`src/rtl/trip_collector_if.sv`:
```
// rtl/trip_collector_if.sv - trip-byte write channel between instrumentation divisions and collector
//
// Purpose: bundles the trip-byte write handshake.
// Signals:
//   in_valid  division presents a trip-byte write
//   in_ready  collector accepts the write this cycle
//   in_div    source division 0..3
//   in_ch     channel: 0 temperature, 1 pressure, 2 saturation, 3 reserved
//   in_trip   trip byte, nonzero = tripped
// Modports: master = division side, slave = collector side.

interface trip_collector_if;
  logic       in_valid;
  logic       in_ready;
  logic [1:0] in_div;
  logic [1:0] in_ch;
  logic [7:0] in_trip;

  modport master (
    output in_valid,
    output in_div,
    output in_ch,
    output in_trip,
    input  in_ready
  );

  modport slave (
    input  in_valid,
    input  in_div,
    input  in_ch,
    input  in_trip,
    output in_ready
  );
endinterface

```
`src/rtl/trip_collector.sv`:
```
// rtl/trip_collector.sv - collects per-division trip bytes into a fail-safe actuation vector
//
// Purpose: stores trip bytes from four divisions x three channels, tracks
// per-division staleness, applies single-division maintenance bypass and
// publishes a registered 96-bit trip vector.
// Ports:
//   clk, rst_n    clock, asynchronous active-low reset
//   bus           trip-byte write channel (slave side)
//   maint         per-division maintenance bypass request
//   trips         trip vector: [95:64] temp, [63:32] pressure, [31:0] saturation,
//                 division d at byte 3-d within each field
//   trips_valid   every division has reported since reset
//   stale         per-division staleness flags
//   bypass_err    more than one maintenance bit requested
//   ch_err        one-cycle pulse on an accepted reserved-channel write

module trip_collector #(
  parameter int unsigned STALE_LIMIT = 1000
) (
  input  logic                   clk,
  input  logic                   rst_n,
  trip_collector_if.slave        bus,
  input  logic [3:0]             maint,
  output logic [95:0]            trips,
  output logic                   trips_valid,
  output logic [3:0]             stale,
  output logic                   bypass_err,
  output logic                   ch_err
);

  localparam logic [15:0] LIMIT   = 16'(STALE_LIMIT);
  localparam logic [1:0]  CH_RSVD = 2'd3;

  typedef enum logic {
    S_INIT,
    S_RUN
  } state_t;

  state_t                 state;
  logic                   ready;
  logic [3:0]             seen;
  logic [3:0][2:0][7:0]   store;
  logic [3:0][2:0][7:0]   store_nxt;
  logic [3:0][15:0]       age;
  logic [3:0][15:0]       age_nxt;
  logic [3:0]             stale_nxt;
  logic [95:0]            trips_nxt;
  logic                   accept;
  logic                   wr_store;
  logic                   bypass_one;
  logic                   bypass_multi;

  // Ready is a register so nothing is accepted on the first clock after
  // reset is released.
  assign bus.in_ready = ready;
  assign accept       = bus.in_valid & ready;
  assign wr_store     = accept && (bus.in_ch != CH_RSVD);

  // Exactly one bit set: x & (x-1) clears the lowest set bit.
  assign bypass_one   = (maint != 4'b0000) && ((maint & (maint - 4'd1)) == 4'b0000);
  assign bypass_multi = (maint != 4'b0000) && !bypass_one;

  always_comb begin
    store_nxt = store;
    if (wr_store) begin
      store_nxt[bus.in_div][bus.in_ch] = bus.in_trip;
    end
  end

  // Age and staleness are computed from next-state values so that the
  // registered stale flag lines up with the registered age, and an accept
  // in the crossing cycle wins.
  always_comb begin
    age_nxt   = age;
    stale_nxt = 4'b0000;
    for (int d = 0; d < 4; d++) begin
      if (accept && (bus.in_div == 2'(d))) begin
        age_nxt[d] = 16'd0;
      end else if (age[d] != 16'hFFFF) begin
        age_nxt[d] = age[d] + 16'd1;
      end
      stale_nxt[d] = (age_nxt[d] >= LIMIT);
    end
  end

  // Output byte priority: stale (fail-safe trip) > bypass (zero) > stored.
  always_comb begin
    trips_nxt = 96'h0;
    for (int d = 0; d < 4; d++) begin
      for (int c = 0; c < 3; c++) begin
        if (stale_nxt[d]) begin
          trips_nxt[(2 - c) * 32 + 8 * (3 - d) +: 8] = 8'hFF;
        end else if (bypass_one && maint[d]) begin
          trips_nxt[(2 - c) * 32 + 8 * (3 - d) +: 8] = 8'h00;
        end else begin
          trips_nxt[(2 - c) * 32 + 8 * (3 - d) +: 8] = store_nxt[d][c];
        end
      end
    end
  end

  always_ff @(posedge clk or negedge rst_n) begin
    if (!rst_n) begin
      state       <= S_INIT;
      ready       <= 1'b0;
      seen        <= 4'b0000;
      store       <= '0;
      age         <= '0;
      stale       <= 4'b0000;
      trips       <= 96'h0;
      trips_valid <= 1'b0;
      bypass_err  <= 1'b0;
      ch_err      <= 1'b0;
    end else begin
      ready      <= 1'b1;
      store      <= store_nxt;
      age        <= age_nxt;
      stale      <= stale_nxt;
      trips      <= trips_nxt;
      bypass_err <= bypass_multi;
      ch_err     <= accept && (bus.in_ch == CH_RSVD);
      if (accept) begin
        seen[bus.in_div] <= 1'b1;
      end
      case (state)
        S_INIT: begin
          trips_valid <= 1'b0;
          if (seen == 4'hF) begin
            state       <= S_RUN;
            trips_valid <= 1'b1;
          end
        end
        S_RUN: begin
          trips_valid <= 1'b1;
        end
        default: begin
          state       <= S_INIT;
          trips_valid <= 1'b0;
        end
      endcase
    end
  end

endmodule
```
`src/flat_wrapper.sv`:
```
// flat-port wrapper written by rule: the top's interface ports become plain ports
module trip_collector_flat 
#(
  parameter int unsigned STALE_LIMIT = 1000
)
  (clk, rst_n, maint, trips, trips_valid, stale, bypass_err, ch_err, bus_in_valid, bus_in_div, bus_in_ch, bus_in_trip, bus_in_ready);
  trip_collector_if bus_i ();
  input  logic clk;
  input  logic rst_n;
  input  logic [3:0] maint;
  output logic [95:0] trips;
  output logic trips_valid;
  output logic [3:0] stale;
  output logic bypass_err;
  output logic ch_err;
  input wire logic [$bits(bus_i.in_valid)-1:0] bus_in_valid;
  input wire logic [$bits(bus_i.in_div)-1:0] bus_in_div;
  input wire logic [$bits(bus_i.in_ch)-1:0] bus_in_ch;
  input wire logic [$bits(bus_i.in_trip)-1:0] bus_in_trip;
  output wire logic [$bits(bus_i.in_ready)-1:0] bus_in_ready;
  assign bus_i.in_valid = bus_in_valid;
  assign bus_i.in_div = bus_in_div;
  assign bus_i.in_ch = bus_in_ch;
  assign bus_i.in_trip = bus_in_trip;
  assign bus_in_ready = bus_i.in_ready;
  trip_collector #(.STALE_LIMIT(STALE_LIMIT)) u_core (.clk(clk), .rst_n(rst_n), .bus(bus_i), .maint(maint), .trips(trips), .trips_valid(trips_valid), .stale(stale), .bypass_err(bypass_err), .ch_err(ch_err));
endmodule
```
`config.mk`:
```
export PLATFORM = sky130hd
export DESIGN_NAME = trip_collector_flat
export DESIGN_NICKNAME = d
export VERILOG_FILES = /design/src/rtl/trip_collector_if.sv /design/src/rtl/trip_collector.sv /design/src/flat_wrapper.sv
export SDC_FILE = /design/constraint.sdc
export NUM_CORES = 1
export LEC_CHECK = 0
export CORE_MARGIN = 5
export CORE_UTILIZATION = 31
export CTS_CLUSTER_DIAMETER = 100
export DETAILED_ROUTE_END_ITERATION = 6
export PLACE_DENSITY = 0.53
export SETUP_SLACK_MARGIN = 0.05
export SYNTH_ARGS = -nofsm -noshare
export SYNTH_HDL_FRONTEND = slang
export SYNTH_SLANG_ARGS = --single-unit
```
`constraint.sdc`:
```
create_clock -name clk -period 3.9 [get_ports clk]
set_input_delay 0.78 -clock clk [delete_from_list [all_inputs] [get_ports clk]]
set_output_delay 0.78 -clock clk [all_outputs]
set_load 0.01 [all_outputs]
```
==> results_dict.tcl, run 1 <==
set metrics [dict create \
    required_ns 4.25 \
    placed_cell_area_um2 13500 \
    antenna_left 0 \
    grt_pass1_vias 8118 \
    vias 7887 \
    drcViolationCount 0 \
    grt_pass1_wl_um 46600 \
    synth_area_per_cell_um2 11.8 \
    setup_viol 0 \
    peakVddDrop_mv 0.323 \
    gr-total-overflow 0 \
    cts_buffers 31 \
    clockBufferDepth 3 \
    p_clk_frac 0.329 \
    antenna_found_initial 0 \
    path_class "reg -> reg" \
    setup_tns_ns 0 \
    utilization 0.388 \
    root_buffer "clkbuf_16" \
    synth_edf_count 0 \
    r2r_cells 6 \
    fin_nets 1134 \
    ys_warn_count 0 \
    worst_slew_pin_slew_ns 1.25 \
    floorplan.rows 71 \
    min_period_over_period 0.830 \
    clock_sinks 268 \
    synth_area_um2 11600 \
    seqPwrFrac 0.440 \
    relSlewSlack 0.169 \
    start_util 0.311 \
    cap_violations 0 \
    cts.clk_slew.worst_paths_ns 0.06 \
    fin_ws_ns 0.664 \
    fin_skew_ns 0.0133 \
    power_density_nw_per_um2 602 \
    place_ws_ns 0.155 \
    die_area_um2 41500 \
    core-area_um2 37400 \
    clk_latency_ns 0.56 \
    rsz0062_at_grt "false" \
    drt_iter0_drc 400 \
    synthDominantCellAreaShare 0.576 \
    yosys.area.top_type "dfrtp_1" \
    worst_setup_path_start_kind "flop" \
    r2r-start "u_core.age[37]" \
    synth_top_flop_cell "dfrtp_1" \
    diodes 0 \
    cts_hold_buf 0 \
    cts_tree "yes" \
    wl_per_cell_um 17.8 \
    worstPathMaxFanout 25 \
    dieWidth_um 204 \
    async_reset_ff_frac 1.00 \
    grt_use_total 0.139 \
    outcome "finished clean" \
    ys_types 69 \
    drv_slew 0 \
    via_per_inst 4.79 \
    switching_share 0.287 \
    place_congestion 0.828 \
    p_comb_frac 0.232 \
    synth_nets 1006 \
    arrival_ns 3.59 \
    cp-end-kind "flop" \
    cts-resized-gates 0 \
    synth-seq-cells 268 \
    cts_setup_buffers 0 \
    area_delta_synth_final_pct 24.7 \
    worstHoldPathType "in -> async" \
    synth_cells 983 \
    drt_wl_total_um 29300 \
    final.fill_count 3641 \
    p_leak_nw 6.95 \
    die_h_um 204 \
    firstDrtPassIters 4 \
    drive_gt1_frac 0.128 \
    hold_viol_final 0 \
    multi_input_area_um2 4320 \
    rrSetupSlack_ns 0.66 \
    r2r-end "u_core.trips[12]" \
    grt_max_degree 101 \
    fin_crit_ns 3.24 \
    final_area_um2 14500 \
    place.port_buffers 122 \
    ys_seq_area_frac 0.576 \
    fmax_mhz 309 \
    regArea_um2 6710 \
    synth.area.top_cells "dfrtp_1 58%, mux2i_1 8.7%, o211ai_2 4.1%" \
    switching_power_mw 2.51 \
    htreeDepth 1 \
    place_hpwl_um 19000 \
    pin_count 123 \
    p_int_mw 6.23 \
]
## state kept, by name, summed over array words and instances (netlist names)
signal,flops
u_core.bypass_err,1
u_core.stale,4
u_core.trips,96
u_core.ch_err,1
u_core.seen,4
u_core.age,64
u_core.state,1
u_core.store,96
u_core.bus.in_ready,1
## cells in the mapped netlist, types with 4 or more instances
cell type	count
and4_1	14
a211oi_1	6
buf_6	4
xnor2_1	11
a31oi_1	12
inv_1	99
and3_1	13
nor4_4	6
buf_2	19
nand4_2	5
nand2b_1	8
a21oi_1	26
o211ai_1	61
o21ai_0	12
and2_1	5
nand3_1	19
nor2_1	55
nor3_1	10
mux2i_1	101
o211ai_2	38
nor4_1	10
or3_1	6
nand2_1	44
xor2_1	16
dfrtp_1	268
clkbuf_1	29
ha_1	4
nand4_1	20
## final cells by class
class	count	area share
multi-input cells	561	0.298
repair buffers	150	0.101
flip-flops and latches	268	0.462
clock inverters	9	0.00698
clock buffers	48	0.0633
well taps	511	0.0440
inverters	99	0.0256
## cell usage in the layout, fill, tap and decap left out, types with 4 or more instances in the layout
cell / netlist / layout
nand4_2: 5 / 5
a31oi_1: 12 / 12
xor2_1: 16 / 16
clkbuf_16: 0 / 31
and3_1: 13 / 13
or3_1: 6 / 6
nor2_1: 55 / 55
a211oi_1: 6 / 6
nand3_1: 19 / 19
o211ai_1: 61 / 61
xnor2_1: 11 / 11
mux2i_1: 101 / 101
nor4_1: 10 / 10
nand2b_1: 8 / 8
and2_1: 5 / 5
nor3_1: 10 / 10
clkbuf_1: 29 / 9
buf_4: 2 / 26
o211ai_2: 38 / 38
nand2_1: 44 / 44
a21oi_1: 26 / 26
nand4_1: 20 / 20
inv_1: 99 / 99
nor4_4: 6 / 6
o21ai_0: 12 / 12
clkbuf_8: 0 / 8
and4_1: 14 / 14
ha_1: 4 / 4
clkdlybuf4s50_1: 0 / 121
dfrtp_1: 268 / 268
clkinv_2: 0 / 5
## worst max-delay path by stage
| stage | slack, ns | from | cells after the start | endpoint |
|---|---|---|---|---|
| floorplan | 1.34 | bus_in_div[0] | 7 | u_core.trips[52] |
| global placement | 0.23 | bus_in_div[1] | 5 | u_core.trips[77] |
| detailed placement | 0.15 | bus_in_div[1] | 5 | u_core.trips[46] |
| CTS | 0.69 | u_core.age[37] | 6 | u_core.trips[46] |
| global route | 0.45 | u_core.age[37] | 6 | u_core.trips[74] |
| finish | 0.66 | u_core.age[37] | 6 | u_core.trips[12] |
## power groups by stage
stage | combinational, mW | sequential, mW | clock (mW)
2_1_floorplan | 0.954 | 3.91 | 0
4_1_cts | 2.07 | 3.85 | 2.96
3_3_place_gp | 2.02 | 3.89 | 0
6_report | 2.02 | 3.84 | 2.87
3_5_place_dp | 2.06 | 3.88 | 0
5_1_grt | 2.23 | 3.92 | 3.08
## per-stage QoR
| step | instances | hold WS (ns) | power [mW] |
|---|---|---|---|
| final | 1646 | 0.182 | 8.73 |
| after global routing | 1646 | 0.207 | 9.23 |
| after CTS | 1646 | 0.190 | 8.87 |
| after detailed placement | 1589 | 0.457 | 5.94 |
| after global placement | 1589 | 0.449 | 5.91 |
| after floorplan | 983 | 0.435 | 4.86 |
## worst max-delay path, cell delays in order, from the launching register on
cell and delay [ns]:
dfrtp_1 0.45, nand3_1 0.41, nor4_4 0.68, or3_1 0.19, a21oi_1 0.09, o2111ai_2 1.00, o211ai_1 0.21
## cell families (layout without fill, tap and decap cells)
group / count (synthesis) / in the layout / share of synthesized area
AO/OA/AOI/OAI: 186 / 186 / 0.131
AND/OR/NAND/NOR: 241 / 241 / 0.125
buffers and inverters: 154 / 306 / 0.0549
other: 1 / 1 / 0.000322
flip-flops: 268 / 268 / 0.576
XOR/XNOR: 27 / 27 / 0.0203
multiplexers: 101 / 101 / 0.0868
adder cells (fa/ha/maj): 5 / 5 / 0.00516
## metal layers
| metal | track usage | wire length, µm |
|---|---|---|
| met5 | 0 | 0 |
| met4 | 0.0369 | 776 |
| met3 | 0.0314 | 1430 |
| met2 | 0.226 | 13600 |
| met1 | 0.188 | 13500 |
Note: power is estimated with default switching activity, not from simulation.
==> run 2: changes to the inputs <==
--- a/config.mk
+++ b/config.mk
@@ -9,7 +9,7 @@
 export CORE_UTILIZATION = 31
 export CTS_CLUSTER_DIAMETER = 100
 export DETAILED_ROUTE_END_ITERATION = 6
-export PLACE_DENSITY = 0.53
+export PLACE_DENSITY = 0.55
 export SETUP_SLACK_MARGIN = 0.05
 export SYNTH_ARGS = -nofsm -noshare
 export SYNTH_HDL_FRONTEND = slang
==> constraint.sdc (replaced) <==
create_clock -name clk -period 2.8 [get_ports clk]
set_input_delay 0.56 -clock clk [delete_from_list [all_inputs] [get_ports clk]]
set_output_delay 0.56 -clock clk [all_outputs]
set_load 0.01 [all_outputs]
==> run 2 against run 1 <==
- sequential share of layout area decreased by 1.0 points
- final cell count rose by 1.6%
- via count grew 2.4%
- clock skew decreased by 0.0015 ns
- register-to-register slack worse by 0.40 ns
- die area stayed put
- clock power rose by 39%
- largest cell class unchanged
- highest routed layer unchanged
==> results_dict.tcl, run 2 (same netlist as run 1, synthesis figures left out) <==
set metrics [dict create \
    drive_gt1_frac 0.150 \
    die_h_um 204 \
    cp-end-kind "flop" \
    r2r_cells 7 \
    required_ns 3.22 \
    min_period_over_period 0.905 \
    place.port_buffers 122 \
    area_delta_synth_final_pct 27.5 \
    path_class "reg -> reg" \
    firstDrtPassIters 5 \
    r2r-end "u_core.trips[55]" \
    drv_slew 0 \
    htreeDepth 1 \
    final_cell_mix "268 x dfrtp_1, 121 x clkdlybuf4s50_1, 101 x mux2i_1" \
    rsz0062_at_grt "false" \
    place_congestion 0.892 \
    relSlewSlack 0.488 \
    setup_viol 0 \
    regArea_um2 6710 \
    cts_setup_buffers 0 \
    drt_iter0_drc 497 \
    worstSetupEndpoint "u_core.trips[55]" \
    setup_tns_ns 0 \
    grt_use_total 0.143 \
    floorplan.rows 71 \
    multi_input_area_um2 4320 \
    antenna_left 0 \
    root_buffer "clkbuf_16" \
    arrival_ns 2.95 \
    dieWidth_um 204 \
    final_area_um2 14900 \
    via_per_inst 4.83 \
    drcViolationCount 0 \
    fin_skew_ns 0.0118 \
    r2r-start "u_core.age[16]" \
    grt_pass1_vias 8263 \
    grt_pass1_wl_um 47700 \
    total_power_mw 12.3 \
    diodes 0 \
    largestRegisters "u_core.store: 96 flops, u_core.trips: 96 flops, u_core.age: 64 flops" \
    antenna_found_initial 0 \
    utilization 0.397 \
    placed_cell_area_um2 13800 \
    gr-total-overflow 0 \
    grt_max_degree 68 \
    wl_per_cell_um 18.0 \
    hold_viol_final 0 \
    vias 8076 \
    crit_start "u_core.age[16]" \
    worst_slew_pin_slew_ns 0.765 \
    worstHoldPathType "reg -> reg" \
    worst_setup_path_start_kind "flop" \
    cts_buffers 30 \
    rrSetupSlack_ns 0.26 \
    clock_sinks 268 \
    drt_wl_total_um 30100 \
    final_common_cell "dfrtp_1" \
    fin_nets 1163 \
    peakVddDrop_mv 0.361 \
    die_area_um2 41500 \
    fmax_mhz 394 \
    clk_latency_ns 0.56 \
    cts.clk_slew.worst_paths_ns 0.06 \
    outcome "finished clean" \
    cts_tree "yes" \
    final.fill_count 3586 \
    cap_violations 0 \
    p_leak_nw 7.13 \
    core-area_um2 37400 \
    fin_crit_ns 2.54 \
    place_hpwl_um 19800 \
    worstPathMaxFanout 25 \
    pin_count 123 \
    clockBufferDepth 3 \
    power_density_nw_per_um2 825 \
    cts-resized-gates 0 \
    start_util 0.311 \
]
## run 2: changes by cell type in the layout (fill, tap and decap cells not counted), sizes merged
cell,before,now
clkinv,5,6
bufinv,2,4
buf,29,58
clkinvlp,1,4
dlygate4sd3,0,1
clkbuf,48,39
## run 2: final cells by class
type | count | share of cell area
multi-input combinational | 561 | 0.291
tap | 511 | 0.0430
clock buffer | 39 | 0.0548
sequential | 268 | 0.451
inverter | 99 | 0.0250
timing repair buffer | 180 | 0.121
clock inverter | 15 | 0.0135
## run 2: stage by stage
| stage | std cells | hold slack [ns] | setup slack (ns) |
|---|---|---|---|
| after floorplan | 983 | 0.264 | 0.461 |
| final | 1673 | 0.468 | 0.265 |
| after detailed placement | 1618 | 0.460 | -0.0127 |
| after CTS | 1673 | 0.474 | 0.260 |
| after global routing | 1673 | 0.490 | 0.108 |
| after global placement | 1618 | 0.455 | -0.0235 |
## run 2: how the worst min path moves through the flow
stage                          start               end  slack (ns)  depth (start not counted)
finish                u_core.seen[2]    u_core.seen[2]        0.47                          1
global route        u_core.store[92]  u_core.store[92]        0.49                          2
CTS                   u_core.seen[2]    u_core.seen[2]        0.47                          1
detailed placement    u_core.seen[2]    u_core.seen[2]        0.46                          1
global placement      u_core.seen[1]    u_core.seen[1]        0.46                          1
floorplan                      rst_n     u_core.age[0]        0.26                          0
## run 2: worst max-delay path, stage by stage, from the launching register on
cell and delay [ns]:
dfrtp_1 0.43, ha_1 0.31, nand3_1 0.23, nor4_1 0.48
a211oi_1 0.22, nor4_4 0.35, buf_12 0.24, o211ai_1 0.12
## run 2: per-layer routing
| layer | GRT usage | share of wire |
|---|---|---|
| met1 | 0.203 | 0.47 |
| met2 | 0.231 | 0.47 |
| met3 | 0.0243 | 0.039 |
| met4 | 0.0340 | 0.023 |
| met5 | 0 | 0 |
## run 2: power breakdown
group | leakage (nW) | internal, mW | switching, mW | total, mW
Clock | 0.486 | 2.42 | 1.58 | 4.00
Sequential | 3.39 | 4.78 | 0.581 | 5.36
Combinational | 3.26 | 1.52 | 1.37 | 2.89
Total | 7.13 | 8.72 | 3.54 | 12.3
## run 2: what timing repair did
item	in CTS	in global routing
hold endpoints to repair	55	0
hold buffers	1	0
setup endpoints to repair	0	0
==> run 3: changes to the inputs <==
--- a/config.mk
+++ b/config.mk
@@ -5,7 +5,7 @@
 export SDC_FILE = /design/constraint.sdc
 export NUM_CORES = 1
 export LEC_CHECK = 0
-export CORE_MARGIN = 5
+export CORE_MARGIN = 1.5
 export CORE_UTILIZATION = 31
 export CTS_CLUSTER_DIAMETER = 100
 export DETAILED_ROUTE_END_ITERATION = 6
==> run 3 against run 2 <==
- the flow now finishes with violations (negative hold slack)
- total power grew 3.0%
- first-iteration DRC count shrank 28%
- via count shrank 0.61%
- final cell count shrank 2.2%
- critical endpoint is now u_core.trips[52]
- sequential share of layout area shrank 0.42 points
- die area shrank 6.8%
- largest power group unchanged
- core utilization grew 1.0 points
- design area grew 0.94%
- sequential power is essentially flat
- setup slack is essentially flat
- critical path depth grew 2
- combinational power is essentially flat
==> results_dict.tcl, run 3 (same netlist as run 1, synthesis figures left out) <==
set metrics [dict create \
    violations "negative hold slack" \
    crit_slowest_cell "dfrtp_1" \
    setup_tns_ns 0 \
    p_clk_frac 0.345 \
    wl_per_cell_um 18.1 \
    grt_pass1_wl_um 47300 \
    final_cell_mix "268 x dfrtp_1, 121 x clkdlybuf4s50_1, 101 x mux2i_1" \
    start_util 0.317 \
    grt_pass1_vias 8287 \
    cts.clk_slew.worst_paths_ns 0.06 \
    whs_ns -0.00763 \
    largestRegisters "u_core.store: 96 flops, u_core.trips: 96 flops, u_core.age: 64 flops" \
    place.port_buffers 122 \
    seqPwrFrac 0.425 \
    rrSetupSlack_ns 0.26 \
    power_density_nw_per_um2 842 \
    cts_tree "yes" \
    clk_latency_ns 0.56 \
    path_class "reg -> reg" \
    max_stage_delay_ns 0.43 \
    final.fill_count 3501 \
    setup_viol 0 \
    firstDrtPassIters 4 \
    peakVddDrop_mv 0.490 \
    min_period_over_period 0.906 \
    fin_skew_ns 0.0224 \
    worstPathCellList "ha_2 > nand3_1 > nor4_4 > nor2_2 > a31o_1 > nor4_4 > buf_12 > buf_12 > o211ai_2" \
    cts_buffers 30 \
    arrival_ns 2.95 \
    root_buffer "clkbuf_16" \
    fin_nets 1167 \
    dieWidth_um 197 \
    fin_ws_ns 0.264 \
    worstPathMaxFanout 17 \
    worstHoldPathType "in -> async" \
    hold_viol_final 18 \
    r2r-end "u_core.trips[52]" \
    die_h_um 197 \
    r2r_cells 9 \
    antenna_left 0 \
    worst_slew_pin_slew_ns 0.665 \
    relSlewSlack 0.555 \
    htreeDepth 1 \
    antenna_found_initial 0 \
    worst_setup_path_start_kind "flop" \
    drive_gt1_frac 0.161 \
    switching_power_mw 3.56 \
    place_ws_ns -0.0266 \
    outcome "finished, violations left" \
    cp-end-kind "flop" \
    vias 8027 \
    rsz0062_at_grt "false" \
    placed_cell_area_um2 13900 \
    core-area_um2 36800 \
    required_ns 3.22 \
    clock_sinks 268 \
    gr-total-overflow 0 \
    drcViolationCount 0 \
    drt_wl_total_um 29600 \
    grt_use_total 0.155 \
    floorplan.rows 70 \
    place_hpwl_um 19400 \
    final_area_um2 15000 \
    diodes 0 \
    cap_violations 0 \
    clockBufferDepth 3 \
    place_congestion 0.820 \
    r2r-start "u_core.age[16]" \
    drt_iter0_drc 357 \
    pin_count 123 \
    grt_max_degree 76 \
    final_common_cell "dfrtp_1" \
    p_int_mw 9.06 \
    fmax_mhz 394 \
    via_per_inst 4.91 \
    area_delta_synth_final_pct 28.7 \
    p_comb_frac 0.230 \
    switching_share 0.282 \
    drv_slew 0 \
    p_leak_nw 7.23 \
    cts_hold_buf 0 \
    fin_crit_ns 2.54 \
    die_area_um2 38700 \
]
[run 3: cell types whose count changed in the layout (fill, tap and decap cells not counted), sizes merged]
cell         before  now
clkinvlp          4    2
dlygate4sd3       1    0
buf              58   63
clkinv            6   10
inv             100   99
clkbuf           39   38
bufinv            4    6
[run 3: per-stage QoR]
stage          cells  total power [mW]  utilization
4_1_cts         1635              12.8        0.407
3_3_place_gp    1579              8.33        0.377
6_report        1636              12.6        0.408
5_1_grt         1636              13.3        0.408
2_1_floorplan    983              6.77            -
3_5_place_dp    1579              8.36        0.377
[run 3: how the worst max path moves through the flow]
stage | endpoint | depth (start not counted) | startpoint | slack (ns)
floorplan | u_core.trips[52] | 7 | bus_in_div[0] | 0.46
global placement | u_core.trips[89] | 5 | bus_in_ch[1] | 0.02
detailed placement | u_core.trips[78] | 7 | bus_in_div[0] | -0.03
CTS | u_core.trips[82] | 9 | u_core.age[16] | 0.15
global route | u_core.trips[75] | 9 | u_core.age[32] | 0.08
finish | u_core.trips[52] | 9 | u_core.age[16] | 0.26
[run 3: layer usage]
layer,up-vias,global-route usage,wire [µm]
met3,39,0.0222,1110
met2,172,0.257,14200
met4,0,0.0382,629
met5,-,0,0
li1,3833,-,-
met1,3983,0.213,13700
[run 3: final cells by class]
| cell class | instances | area, µm² | share of cell area |
|---|---|---|---|
| tap | 468 | 586 | 0.0391 |
| clock inverter | 18 | 268 | 0.0179 |
| timing repair buffer | 184 | 1880 | 0.125 |
| clock buffer | 38 | 861 | 0.0574 |
| sequential | 268 | 6710 | 0.447 |
| inverter | 99 | 372 | 0.0248 |
| multi-input combinational | 561 | 4320 | 0.288 |
[run 3: timing repair]
action | in CTS | in global routing
resized for setup | 0 | 1
setup endpoints to repair | 0 | 10
setup buffers | 0 | 1
[run 3: power by group through the flow]
stage	registers [mW]	clock network, mW	logic [mW]
finish	5.36	4.35	2.91
global route	5.47	4.64	3.19
CTS	5.37	4.47	2.95
detailed placement	5.42	0	2.94
global placement	5.43	0	2.90
floorplan	5.45	0	1.33
[run 3: worst max-delay path: cells and delay by family (launching register included)]
family,cells,cell delay (ns)
AOI/OAI and AO/OA,2,0.32
and+or+nand+nor,4,1.05
DFF,1,0.43
adders and majority gates,1,0.27
buffers and inverters,2,0.34
